## src/rtl/prbs_pkg.sv

```systemverilog
// Shared opcodes, FSM state type and default geometry for the PRBS burst controller.
package prbs_pkg;

   localparam logic [1:0] OP_SEED  = 2'b00;
   localparam logic [1:0] OP_LEN   = 2'b01;
   localparam logic [1:0] OP_START = 2'b10;
   localparam logic [1:0] OP_ABORT = 2'b11;

   localparam int unsigned LFSR_W_DEF = 31;
   localparam int unsigned TAP_A_DEF  = 30;
   localparam int unsigned TAP_B_DEF  = 27;
   localparam int unsigned LEN_W_DEF  = 16;

   typedef enum logic [1:0] {
      IDLE = 2'd0,
      RUN  = 2'd1,
      DONE = 2'd2
   } state_t;

endpackage

```

## src/rtl/prbs31_core.sv

```systemverilog
// Fibonacci LFSR register: shift-left, feedback of the two taps into bit 0.
module prbs31_core
   import prbs_pkg::*;
#(
   parameter int unsigned W     = LFSR_W_DEF,
   parameter int unsigned TAP_A = TAP_A_DEF,
   parameter int unsigned TAP_B = TAP_B_DEF
) (
   input  logic         clk,
   input  logic         rst_n,
   input  logic         load,
   input  logic [W-1:0] load_val,
   input  logic         step,
   output logic [W-1:0] lfsr
);

   logic [W-1:0] lfsr_q;

   // LFSR state: load has priority over step, otherwise hold
   always_ff @(posedge clk) begin
      if (!rst_n) begin
         lfsr_q <= W'(1);
      end else if (load) begin
         lfsr_q <= load_val;
      end else if (step) begin
         lfsr_q <= {lfsr_q[W-2:0], lfsr_q[TAP_A] ^ lfsr_q[TAP_B]};
      end
   end

   assign lfsr = lfsr_q;

endmodule

```

## src/rtl/prbs_burst_ctrl.sv

```systemverilog
// Command-driven burst controller sequencing a PRBS31 LFSR datapath.
module prbs_burst_ctrl
   import prbs_pkg::*;
#(
   parameter int unsigned LFSR_W = LFSR_W_DEF,
   parameter int unsigned TAP_A  = TAP_A_DEF,
   parameter int unsigned TAP_B  = TAP_B_DEF,
   parameter int unsigned LEN_W  = LEN_W_DEF
) (
   input  logic       clk,
   input  logic       rst_n,
   input  logic       cmd_valid,
   output logic       cmd_ready,
   input  logic [1:0] cmd_op,
   input  logic [7:0] cmd_data,
   output logic       bit_out,
   output logic       bit_valid,
   output logic       busy,
   output logic       done,
   output logic       err
);

   // Masking the whole state keeps every LFSR bit referenced; it reduces to lfsr[TAP_A].
   localparam logic [LFSR_W-1:0] TAP_MASK = LFSR_W'(1) << TAP_A;

   state_t            state_q, state_n;
   logic [LFSR_W-1:0] seed_q;
   logic [LFSR_W-1:0] lfsr;
   logic [LEN_W-1:0]  len_q, remaining_q;
   logic              load, step, seed_we, len_we, err_n;
   logic              err_q, ready_q;

   prbs31_core #(
      .W     (LFSR_W),
      .TAP_A (TAP_A),
      .TAP_B (TAP_B)
   ) u_core (
      .clk      (clk),
      .rst_n    (rst_n),
      .load     (load),
      .load_val (seed_q),
      .step     (step),
      .lfsr     (lfsr)
   );

   // State register
   always_ff @(posedge clk) begin
      if (!rst_n) begin
         state_q <= IDLE;
      end else begin
         state_q <= state_n;
      end
   end

   // Next-state and command decode; abort in RUN wins over the final step
   always_comb begin
      state_n = state_q;
      load    = 1'b0;
      step    = 1'b0;
      seed_we = 1'b0;
      len_we  = 1'b0;
      err_n   = 1'b0;
      case (state_q)
         RUN: begin
            if (cmd_valid && (cmd_op == OP_ABORT)) begin
               state_n = IDLE;
            end else begin
               step  = 1'b1;
               err_n = cmd_valid;
               if (remaining_q == LEN_W'(1)) begin
                  state_n = DONE;
               end
            end
         end
         default: begin
            state_n = IDLE;
            if (cmd_valid) begin
               case (cmd_op)
                  OP_SEED: seed_we = 1'b1;
                  OP_LEN:  len_we  = 1'b1;
                  OP_START: begin
                     if (seed_q == '0) begin
                        err_n = 1'b1;
                     end else begin
                        load    = 1'b1;
                        state_n = (len_q == '0) ? DONE : RUN;
                     end
                  end
                  default: ;
               endcase
            end
         end
      endcase
   end

   // Seed/length shift registers, remaining counter, registered strobes
   always_ff @(posedge clk) begin
      if (!rst_n) begin
         seed_q      <= LFSR_W'(1);
         len_q       <= '0;
         remaining_q <= '0;
         err_q       <= 1'b0;
         ready_q     <= 1'b0;
      end else begin
         ready_q <= 1'b1;
         err_q   <= err_n;
         if (seed_we) begin
            seed_q <= {seed_q[LFSR_W-9:0], cmd_data};
         end
         if (len_we) begin
            len_q <= {len_q[LEN_W-9:0], cmd_data};
         end
         if (load) begin
            remaining_q <= len_q;
         end else if (step) begin
            remaining_q <= remaining_q - LEN_W'(1);
         end
      end
   end

   // Output decode from registered state only
   always_comb begin
      busy      = (state_q == RUN);
      bit_valid = busy;
      done      = (state_q == DONE);
      err       = err_q;
      cmd_ready = ready_q;
      bit_out   = busy & (|(lfsr & TAP_MASK));
   end

endmodule

```

## config.mk

```make
export PLATFORM = sky130hd
export DESIGN_NAME = prbs_burst_ctrl
export DESIGN_NICKNAME = d
export VERILOG_FILES = /design/src/rtl/prbs_pkg.sv /design/src/rtl/prbs31_core.sv /design/src/rtl/prbs_burst_ctrl.sv
export SDC_FILE = /design/constraint.sdc
export NUM_CORES = 1
export LEC_CHECK = 0
export ABC_AREA = 1
export CAP_MARGIN = 30
export CORE_MARGIN = 2
export CORE_UTILIZATION = 51
export DETAILED_ROUTE_END_ITERATION = 16
export PLACE_DENSITY = 0.71
export SYNTH_ARGS = -nofsm -noshare
export SYNTH_HDL_FRONTEND = slang
export SYNTH_SLANG_ARGS = --single-unit
```

## constraint.sdc

```tcl
create_clock -name clk -period 1.45 [get_ports clk]
set_input_delay 0.2175 -clock clk [delete_from_list [all_inputs] [get_ports clk]]
set_output_delay 0.2175 -clock clk [all_outputs]
set_load 0.05 [all_outputs]
```

# Yosys cells after proc, flatten, opt, wreduce, memory -nomap -nowiden
# Index checks and enable logic that the tools add are counted.
[word_totals]
ramBits = 0
elab_cells = 51
regBits = 98
romBits = 0
memories = 0
latchBits = 0
[classes]
div_mod_pow = 0
n_shift = 0
bitwise = 2
n_reduce_logical = 5
multipliers = 0
n_eq_ne = 7
add_sub_neg = 1
n_mux = 29
order_cmp = 0
[op_table]
columns = ["op", "n"]
rows = [
  ["31-bit 2-to-1 mux", 2],
  ["16-bit 2-to-1 mux", 2],
  ["31-bit logical NOT", 1],
  ["1-bit 2-to-1 mux", 18],
  ["16-bit by 1-bit == test with 1-bit output, second input constant", 1],
  ["16-bit logical NOT", 1],
  ["16-bit by 1-bit subtractor with 16-bit output, second input constant", 1],
  ["2-bit 2-to-1 mux", 7],
  ["2-bit == test, second input constant", 3],
  ["2-bit by 1-bit == test with 1-bit output, second input constant", 2],
  ["3-bit by 1-bit inequality test with 1-bit output, second input constant", 1],
  ["2-bit logical NOT", 1],
  ["2-bit nonzero test", 1],
  ["1-bit AND", 1],
  ["1-bit logical AND", 1],
  ["1-bit XOR", 1],
]

# Depth between registers and ports, before layout
[logic_depth]
depth_word = 6
depth_mapped = 11
mapped_depth_nobuf = 11

# Modules after synthesis
# Synthesis repeated with hierarchy kept, for this count alone.
[unflattened]
cells_unflattened = 710
hier_area_um2 = 4757.1
[modules_own_cells]
columns = ["module", "area_each_um2", "seq_area_each_um2", "instances", "cells_each"]
rows = [
  ["prbs_burst_ctrl", 3211.8, 1341.3, 1, 474],
  ["prbs31_core", 1545.2, 620.6, 1, 236],
]

# Worst setup path after synthesis
# Ideal clock, no wire load.
[synth_path]
kind = "register to register"
start = "register state_q[0]"
end = "register state_q[1]"
path_buffers = 1
setup_slack_ps = -202
synth_period_minus_slack_ps = 1652
t_required_ps = 1334
setup_ps = 116
path_stages_with_launch = 9
arrival_time_ps = 1536
cell_sequence = "dfxtp_1 > inv_2 > nor2_4 > nand2_1 > inv_2 > buf_2 > o21ai_0 > nand3_1 > nor2_1"
[synth_via]
elab_chain_cells = 2
[synth_lines]
columns = ["element", "line", "rtl"]
rows = [
  ["from (decl)", "prbs_burst_ctrl.sv:26", "state_t state_q, state_n;"],
  ["from (signal assigned)", "prbs_burst_ctrl.sv:51", "state_q <= state_n;"],
  ["2-bit by 1-bit == test with 1-bit output *", "-", ""],
  ["named net bit_valid", "prbs_burst_ctrl.sv:17", "output logic bit_valid,"],
  ["3-bit by 1-bit inequality test with 1-bit output (no source line) or 2-bit 2-to-1 mux (tied branches)", "-", ""],
]
# The timed path passes the listed nets; every way through them passes the cells marked *.
# A chain may end at the register's enable or synchronous reset.

# Worst setup path after layout
[layout_path]
start = "register seed_q[8]"
end = "register u_core.lfsr_q[0] (netlist: u_core.lfsr[0])"
[layout_via]
elab_chain_cells = 6
[layout_lines]
columns = ["element", "line", "rtl"]
rows = [
  ["from (decl)", "prbs_burst_ctrl.sv:27", "logic [LFSR_W-1:0] seed_q;"],
  ["from (signal assigned)", "prbs_burst_ctrl.sv:108", "seed_q <= {seed_q[LFSR_W-9:0], cmd_data};"],
  ["31-bit logical NOT *", "prbs_burst_ctrl.sv:82", "if (seed_q == '0) begin"],
  ["1-bit 2-to-1 mux *", "prbs_burst_ctrl.sv:82", ""],
  ["1-bit 2-to-1 mux *", "prbs_burst_ctrl.sv:78", "case (cmd_op)"],
  ["1-bit 2-to-1 mux *", "prbs_burst_ctrl.sv:77", "if (cmd_valid) begin"],
  ["1-bit 2-to-1 mux *", "prbs_burst_ctrl.sv:63", "case (state_q)"],
  ["31-bit 2-to-1 mux or 2-bit nonzero test (tied branches)", "-", ""],
  ["to (signal assigned)", "prbs31_core.sv:24", "lfsr_q <= load_val;"],
  ["to (signal assigned)", "prbs31_core.sv:26", "lfsr_q <= {lfsr_q[W-2:0], lfsr_q[TAP_A] ^ lfsr_q[TAP_B]};"],
  ["to (decl)", "prbs31_core.sv:17", "logic [W-1:0] lfsr_q;"],
]
# Mark *: on every way between the ends. The rest lies on a longest branch, timed or not.

==> results.md <==
- Status: finished with violations
- Failing checks: setup timing
- P_leak: 0.00283 µW
- Post-route clock period utilization: 1.13
- H-tree levels: 3
- Synth Flop Type: dfxtp_1
- Max-slew headroom: 0.719
- Clk pwr share: 0.280
- Clock root buffer: clkbuf_8
- Worst Hold Launch: cmd_op[1]
- R2r setup slk: -0.19 ns
- Fin util: 0.701
- Die W: 101 µm
- NetSw: 1890 µW
- Via/cell ratio: 5.31
- CP max-delay cell: dfxtp_1
- Yosys top cell by area: dfxtp_1
- IO Port Bufs: 18
- Hpwl dp: 8480 µm
- Worst Hold Path Cells: 4
- Pwr dens: 921 nW/µm²
- Synth Area per Inst: 6.80 µm²
- Proportion of layout cells with a drive suffix above 1: 0.303
- Max-Cap Viols: 0
- Yosys reg bits: 98
- Fin nets: 812
- Worst R2R Start: seed_q[8]
- Max Slew Vio Count: 0
- Final Skew: 0.0162 ns
- Clock buffer depth: 2
- # setup viols final: 52
- Grt ovf: 0
- Critical Path RT: 1.71 ns
- Critical-path cell list: inv_1 -> nand2_1 -> nor2_1 -> nand2_1 -> nor2_2 -> nand2_2 -> nand2_4 -> buf_6 -> buf_6 -> buf_6 -> nand2_1 -> o21ai_1 -> nand3_1
- Power Total: 5940 µW
- Area grow syn2layout: 34.5%
- Via Count: 4851
- Net Sw Frac: 0.319
- DR DRC count: 0
- Most instantiated cells after synthesis: 139 x nand2_1, 106 x nand3_1, 98 x dfxtp_1
- Clk sinks: 98
- Hold Vio Cnt, Final: 0
- Number of synthesized flops with an enable pin: 0
- Hold WC Path Type: in2reg
- Core area: 9200 µm²
- Slew @ Worst Pin: 0.421 ns
- TNS Setup: -5.77 ns
- Overall routing resource usage: 0.262
- CTS clk-pin slew, worst paths: 0.10 ns
- Internal Power: 4040 µW
- CP max FO: 5
- Mapped Nets: 720
- R2R cell count: 13
- Crit Path Class: reg2reg
- DRT Wirelength: 13300 µm
- Worst VDD drop: 566 µV
- Family with the most delay on the worst path: simple AND/OR/NAND/NOR gates
- Worst R2R End: u_core.lfsr[0]
- DP Worst Slack: -0.491 ns
- Antenna violations before repair: 0
- Fill cells: 726
- Share of the synthesized area in the top cell type: 0.409
- Worst path bufs/invs: 4
- Post-synthesis sequential area ratio: 0.409
- DR WL/cell: 14.5 µm
- ANT cells: 0
- Row cnt: 35
- Starting density of the core: 0.521
- F_max: 611 MHz
- Vias in the first global route: 4727
- Async SR Flop Fraction: 0
- Combinational power share: 0.228
- Worst Hold Slack: 0.396 ns
- Final GP Congestion: 0.854
- Starting DRC count in detailed routing: 141
- Final ANT Viol Nets: 0
- Top-Level Pins: 19
- CTS Buf Count: 9
- Yosys Warn Count: 0
- Wire length of the first global-routing pass: 21400 µm
- TritonCTS clock tree: done
- Skew-Pair Late Insertion Delay: 0.37 ns
- Synth cell types: 33
- Mapped Area: 4790 µm²
- Tmin final: 1.64 ns
- Die height: 101 µm
- Maximum number of pins on one net before global-route repair: 47
- Critical path endpoint category: flop
- Largest stage delay on the critical path: 0.34 ns
- RSZ-0062 raised after global routing: yes
- Arr. time, crit path: 1.90 ns
- Ranking of synthesized cells by area: dfxtp_1 41%, nand3_1 11%, nand2_1 11%, inv_1 7.4%, a21oi_1 7.1%
- Worst setup SP type: flop
- TritonRoute pass-1 iters: 5
- Die area: 10200 µm²
- Fin worst setup slack: -0.187 ns
- Share of power burned in registers: 0.492
- Count leader, synth: nand2_1
- Hold Path End: err
- Synth Instances: 705
## cell families (layout without fill, tap and decap cells)
family,count (synthesis),after routing,share of synthesized area
AOI/OAI and AO/OA,131,131,0.147
xor gates and xnor gates,6,6,0.0110
adders and majority gates,2,2,0.00522
buffers and inverters,138,235,0.122
DFF,98,98,0.409
and+or+nand+nor,330,330,0.305
## repair_timing
action,CTS,global route
hold buffers,0,0
cloned,3,1
buffers inserted,13,5
endpoints found under the hold margin,0,0
pin swaps,30,28
endpoints found under the setup margin,64,86
gates resized for setup,39,72
## flip-flops by register name (all words and copies together), names as in the netlist
register,flops
cmd_ready,1
state_q,2
u_core.lfsr,31
seed_q,31
len_q,16
err,1
remaining_q,16
## layout make-up
cell class | count | area, µm² | share of cell area
tap | 111 | 139 | 0.0215
clock inverter | 7 | 51.3 | 0.00796
multi-input combinational | 469 | 2540 | 0.394
sequential | 98 | 1980 | 0.307
clock buffer | 9 | 124 | 0.0192
inverter | 97 | 372 | 0.0577
timing repair buffer | 122 | 1240 | 0.192
## routing by layer
layer / routed length, µm / part of all wire / GRT usage / vias to the layer above
met5: 0 / 0 / 0 / -
met4: 221 / 0.017 / 0.0956 / 0
met3: 536 / 0.040 / 0.0395 / 24
met2: 7060 / 0.53 / 0.484 / 107
met1: 5450 / 0.41 / 0.305 / 2262
li1: - / - / - / 2458
## how the worst max path moves through the flow
stage	from	end	slack (ns)	cells past startpoint
finish	seed_q[8]	u_core.lfsr[0]	-0.19	13
global placement	cmd_op[1]	seed_q[1]	-0.41	6
CTS	seed_q[11]	u_core.lfsr[1]	-0.13	12
detailed placement	cmd_op[1]	seed_q[5]	-0.49	6
floorplan	state_q[0]	u_core.lfsr[0]	-0.07	8
global route	seed_q[8]	u_core.lfsr[25]	-0.32	12
## tightest hold or removal path: stages
cell and delay [ns]:
dlymetal6s2s_1 0.16, nand2_2 0.11, nor2_2 0.11, o211a_1 0.13
## power by group through the flow
stage                     logic [µW]  registers (µW)  clock network (µW)
after global placement          1150            2960                   0
after floorplan                  775            2960                   0
after global routing            1500            2930                1790
after CTS                       1270            2910                1680
final                           1360            2920                1660
after detailed placement        1180            2970                   0
## metrics by stage
stage	instance area [µm²]	cells
after CTS	6220	908
after detailed placement	5730	877
after global placement	5730	877
after global routing	6440	913
final	6440	913
after floorplan	4960	705
## cells in the final DEF, fill, tap and decap left out, types with 2 or more instances in the layout
cell             count
buf_12              13
nor2_1              58
a21oi_2             25
inv_1               75
nand3_1             74
clkbuf_8             9
buf_6               13
xor2_1               6
inv_2               20
nor4_4               2
nor2_2               6
o21ai_1              3
nand4_1              4
inv_6                3
ha_1                 2
dfxtp_1             83
dfxtp_2             15
nand2_1            134
o21ai_0             46
nor2_4               3
nand3_4              2
nand2_2              6
a21oi_1             52
clkinv_2             3
nand2_4              2
nor4_1               4
clkdlybuf4s50_1     11
buf_16               3
buf_4               80
nand3_2             30
No activity file was read; power rests on OpenSTA's default activity.
